--- config.mk ---
export PLATFORM = sky130hd
export DESIGN_NAME = pdm_mic_decimator
export DESIGN_NICKNAME = d
export VERILOG_FILES = /design/src/rtl/pdm_mic_decimator.sv
export SDC_FILE = /design/constraint.sdc
export NUM_CORES = 1
export LEC_CHECK = 0
export CORE_MARGIN = 3
export CORE_UTILIZATION = 45
export CTS_BUF_LIST = sky130_fd_sc_hd__clkbuf_8
export CTS_CLUSTER_SIZE = 20
export DETAILED_ROUTE_END_ITERATION = 8
export PLACE_DENSITY = 0.61
export SETUP_SLACK_MARGIN = 0.3
export SYNTH_ARGS = -nofsm -noshare
export SYNTH_HDL_FRONTEND = slang
export SYNTH_SLANG_ARGS = --single-unit
--- constraint.sdc ---
create_clock -name clk -period 6 [get_ports clk]
set_clock_uncertainty 0.05 [all_clocks]
set_input_delay 0.6 -clock clk [delete_from_list [all_inputs] [get_ports clk]]
set_output_delay 0.6 -clock clk [all_outputs]
set_load 0.05 [all_outputs]
--- src/rtl/pdm_mic_decimator.sv ---
// PDM microphone receiver: generates the mic bit clock, captures the 1-bit stream on the
// selected edge and decimates it to 16-bit signed PCM through a 3rd-order CIC filter.
`timescale 1ns/1ps
module pdm_mic_decimator #(
    parameter int CLK_DIV = 4,
    parameter int DECIM   = 64
) (
    input  logic        clk,
    input  logic        rst_n,
    input  logic        en,
    input  logic        lr_sel,
    input  logic        pdm_data,
    output logic        pdm_clk,
    output logic [15:0] pcm_out,
    output logic        pcm_valid
);
    localparam int W  = 3 * $clog2(DECIM) + 2;
    localparam int CW = $clog2(CLK_DIV);
    localparam int DW = $clog2(DECIM);

    localparam logic [CW-1:0] DIV_LAST = CW'(CLK_DIV - 1);
    localparam logic [CW-1:0] DIV_HALF = CW'(CLK_DIV / 2);
    localparam logic [CW-1:0] RISE_CNT = CW'(CLK_DIV / 2 - 1);
    localparam logic [DW-1:0] DEC_LAST = DW'(DECIM - 1);

    logic                clear;
    logic [CW-1:0]       div_q, div_d;
    logic                pdm_clk_q, pdm_clk_d;
    logic                cap_q, cap_d;
    logic                bit_q, bit_d;
    logic [DW-1:0]       dec_cnt_q, dec_cnt_d;
    logic                dec_q, dec_d;
    logic [2:0][W-1:0]   integ_q, integ_d;
    logic [2:0][W-1:0]   dly_q, dly_d;
    logic [W-1:0]        step;
    logic [W-1:0]        comb1, comb2, comb3;
    logic [15:0]         pcm_slice;
    logic [15:0]         pcm_q, pcm_d;
    logic                valid_q, valid_d;

    // en=0 behaves exactly like reset for every piece of state
    assign clear = !rst_n || !en;

    // Captured 1 -> +1, captured 0 -> -1, sign-extended to W bits
    assign step = bit_q ? W'(1) : {W{1'b1}};

    always_comb begin
        div_d     = (div_q == DIV_LAST) ? '0 : div_q + 1'b1;
        pdm_clk_d = (div_d >= DIV_HALF);
        // Capture in the cycle whose edge moves pdm_clk across the selected transition
        cap_d     = lr_sel ? (div_q == DIV_LAST) : (div_q == RISE_CNT);
        bit_d     = cap_d ? pdm_data : bit_q;

        dec_cnt_d = dec_cnt_q;
        dec_d     = 1'b0;
        if (cap_q) begin
            dec_cnt_d = (dec_cnt_q == DEC_LAST) ? '0 : dec_cnt_q + 1'b1;
            dec_d     = (dec_cnt_q == DEC_LAST);
        end

        comb1   = integ_q[2] - dly_q[0];
        comb2   = comb1 - dly_q[1];
        comb3   = comb2 - dly_q[2];

        dly_d   = dly_q;
        pcm_d   = pcm_q;
        valid_d = 1'b0;
        if (dec_q) begin
            dly_d[0] = integ_q[2];
            dly_d[1] = comb1;
            dly_d[2] = comb2;
            pcm_d    = pcm_slice;
            valid_d  = 1'b1;
        end

        if (clear) begin
            div_d     = '0;
            pdm_clk_d = 1'b0;
            cap_d     = 1'b0;
            bit_d     = 1'b0;
            dec_cnt_d = '0;
            dec_d     = 1'b0;
            dly_d     = '0;
            pcm_d     = '0;
            valid_d   = 1'b0;
        end
    end

    // Integrator cascade: each stage accumulates the previous stage's registered value,
    // wrapping modulo 2^W; the comb section cancels the wrap exactly.
    generate
        for (genvar gi = 0; gi < 3; gi++) begin : g_integ
            if (gi == 0) begin : g_first
                assign integ_d[gi] = clear ? '0 :
                                     cap_q ? integ_q[gi] + step : integ_q[gi];
            end else begin : g_next
                assign integ_d[gi] = clear ? '0 :
                                     cap_q ? integ_q[gi] + integ_q[gi-1] : integ_q[gi];
            end
        end
    endgenerate

    generate
        if (W >= 16) begin : g_pcm_shr
            assign pcm_slice = comb3[W-1 -: 16];
        end else begin : g_pcm_shl
            assign pcm_slice = {comb3, {(16 - W){1'b0}}};
        end
    endgenerate

    always_ff @(posedge clk) begin
        div_q     <= div_d;
        pdm_clk_q <= pdm_clk_d;
        cap_q     <= cap_d;
        bit_q     <= bit_d;
        dec_cnt_q <= dec_cnt_d;
        dec_q     <= dec_d;
        integ_q   <= integ_d;
        dly_q     <= dly_d;
        pcm_q     <= pcm_d;
        valid_q   <= valid_d;
    end

    assign pdm_clk   = pdm_clk_q;
    assign pcm_out   = pcm_q;
    assign pcm_valid = valid_q;

endmodule

==> impl_metrics.csv <==
group,metric,value,unit
yosys,ys_seq_elements,148,
die,dieHeight,157.7,um
yosys,netlist_top_cells_count,"nor2_1, dfxtp_1, ha_1, mux2i_1, inv_1",
yosys,ys_types,62,
die,fp-row-count,54,
sta,hold_violations,0,
sta,relSlewSlack,0.3276,
setup_path,worstPathArrival,5.48,ns
sta,worst_pin_slew,1.009,ns
grt,grt_max_degree,58,
sta,maxSlewViolCount,0,
finish,area_delta_synth_final,9.292,%
power,power_density,179.7,nW/um^2
yosys,synth-simple-area-share,0.1643,
power,p_leak,4.410,nW
setup_path,start_kind,"flip-flop",
detailed_routing,first_pass_iters,4,
yosys,avgSynthCellArea,8.344,um^2
sta,fin_crit_sh,0.8686,
power,ir_drop,174.3,uV
yosys,synth_top_family_by_area,"compound AO/OA/AOI/OAI gates",
finish,diodes,0,
hold_path,min_path_type,"flip-flop to flip-flop",
detailed_routing,wl_per_cell,13.28,um
yosys,syn_inst,1241,
yosys,async_flop_share,0,
finish,layout-drive-gt1-share,0.04348,
finish,fin_nets,1377,
die,start_util,0.4658,
clock_tree,cts_tree,"done",
yosys,synth_most_common_cell,"nor2_1",
setup_path,worstPathRequired,6.27,ns
sta,finalSetupViolCount,0,
sta,rsz0062_at_grt,"no",
yosys,synth_xor_area_frac,0.07830,
die,pin_count,23,
detailed_routing,post_drt_via_cell_ratio,5.361,
power,seqPwrFrac,0.485,
setup_path,critPathMaxStageDelay,0.40,ns
yosys,yosys.area.top_type,"dfxtp_1",
die,dieWidth,157.7,um
yosys,yosys_warnings,0,
setup_path,worstSetupPathType,"flip-flop to flip-flop",
yosys,synthAdderAreaFrac,0.1486,
yosys,synth.mux.area_fraction,0.09957,
yosys,synth_compound_area_frac,0.1756,
setup_path,cpMaxStageDelayCell,"fa_1",
finish,instances_no_fill,1545,
detailed_routing,wirelength,20.51,mm
sta,finalSetupTns,0,ns
sta,hold_ws,0.4069,ns
yosys,synth_area_leaders,"dfxtp_1, ha_1, mux2i_1",
clock_tree,cts.sinks,148,
sta,timing.fmax,0.1919,GHz
setup_path,crit_path_max_fanout,6,
grt,grt_usage,0.1732,
yosys,synth_nets,1366,
die,core_area,22230,um^2
clock_tree,insertion_delay,0.45,ns
grt,antenna_found_initial,0,
detailed_routing,remaining_drc_errors,0,
sta,fin_crit,5.212,ns
detailed_routing,drt_iter0_drc,335,
yosys,yosysTopAreaCellShare,0.2861,
grt,grt_pass1_vias,8023,
power,p_comb_frac,0.073,
grt,overflow,0,
run,max_cap_violations,0,
setup_path,cpMostUsedCell,"ha_1",
clock_tree,postCtsSetupRepairBufs,0,
setup_path,critPathCaptureType,"flip-flop",
clock_tree,cts_max_level,4,
clock_tree,cts_buffer_depth,2,
placement,hpwlAfterDp,15.24,mm
power,p_switching,0.4815,mW
yosys,syn_area,10350,um^2
placement,place_congestion,0.7631,
outcome,outcome,"completed",
die,dieArea,24870,um^2
clock_tree,cts_buffers,17,
power,power.internal,1.552,mW
detailed_routing,ant_nets,0,
power,p_clk_frac,0.442,
placement,numPortBuffers,22,
placement,placedCellCount,1513,
yosys,yosysSeqAreaShare,0.2861,
clock_tree,clkSlewWorstSetupHoldPaths,0.09,ns
detailed_routing,dr_total_vias,8282,
clock_tree,cts_root_buffer,"clkbuf_8",
yosys,synth_ff_type,"dfxtp_1",
yosys,synth_edf_count,0,
power,sw_frac_of_total,0.2368,
grt,grt_first_pass_wirelength,36.38,mm
per-stage QoR:
| stage | area, um^2 | power (mW) | utilization | worst slack [ns] |
|---|---|---|---|---|
| after CTS | 11290 | 2.063 | 0.5080 | 0.5022 |
| after global placement | 10840 | 1.156 | 0.4874 | 0.6558 |
| after detailed placement | 10840 | 1.158 | 0.4874 | 0.5028 |
| after global routing | 11320 | 2.123 | 0.5091 | 0.3718 |
| after floorplan | 10350 | 1.130 | - | 1.165 |
| final | 11320 | 2.034 | 0.5091 | 0.7882 |
state kept, by name (all words and copies together) (netlist names):
signal / flops
pcm_out: 16
bit_q: 1
dec_cnt_q: 6
dly_q: 60
dec_q: 1
cap_q: 1
integ_q: 60
pcm_valid: 1
div_q: 2
final timing paths:
path            endpoint  depth (start not counted)        start  slack [ns]
max          pcm_out[15]                         26  integ_q[40]        0.79
min             div_q[0]                          1     div_q[0]        0.41
max reg2reg  pcm_out[15]                         26  integ_q[40]        0.79
min reg2reg     div_q[0]                          1     div_q[0]        0.41
cells by family after synthesis:
group                      after synthesis
AOI/OAI and AO/OA                      276
xor gates and xnor gates                91
adders and majority gates              120
buffers and inverters                  129
DFF                                    148
muxes                                  103
and+or+nand+nor                        374
repair_timing:
item | 4_1_cts | 5_1_grt
hold buffers | 0 | 0
resized for setup | 0 | 5
setup endpoints to repair | 0 | 4
power groups by stage:
stage | Clock (mW) | Combinational (mW) | Sequential, mW
finish | 0.898 | 0.149 | 0.986
global route | 0.967 | 0.169 | 0.987
CTS | 0.928 | 0.148 | 0.986
detailed placement | 0 | 0.148 | 1.01
global placement | 0 | 0.146 | 1.01
floorplan | 0 | 0.121 | 1.01
worst max-delay path: cells and delay by family (launching register included):
family | cells | cell delay (ns)
compound gates | 13 | 2.44
xor+xnor | 3 | 0.50
fa+ha+maj | 4 | 1.16
buf+inv | 2 | 0.11
flops | 1 | 0.34
simple gates | 4 | 0.48
layout by cell type, fill, tap and decap left out, types with 18 or more instances in the layout:
master	synthesis	layout
o21ai_0	44	44
clkdlybuf4s50_1	0	22
xor2_1	27	27
mux2i_1	103	103
a21o_1	26	26
nor2_1	193	193
o21a_1	25	25
nand3_1	18	18
clkbuf_8	0	18
xnor2_1	63	63
a211oi_1	19	18
ha_1	115	115
nor3_1	32	32
a21oi_1	87	85
inv_1	94	96
nand2_1	51	50
dfxtp_1	148	146
final cells by class:
type                    instances  area (um^2)
multi-input cells             964         6932
repair buffers                 26        250.2
flip-flops and latches        148         2970
fillers                      2097        10910
inverters                      95        356.6
clock buffers                  18        247.7
clock inverters                14        210.2
well taps                     280        350.3
metal layers:
| layer | track usage | vias to the layer above | share of wire |
|---|---|---|---|
| li1 | - | 4390 | - |
| met1 | 0.2158 | 3798 | 0.50 |
| met2 | 0.3057 | 68 | 0.47 |
| met3 | 0.03062 | 26 | 0.019 |
| met4 | 0.05083 | 0 | 0.015 |
| met5 | 0 | - | 0 |
No activity file was read; power rests on OpenSTA's default activity.
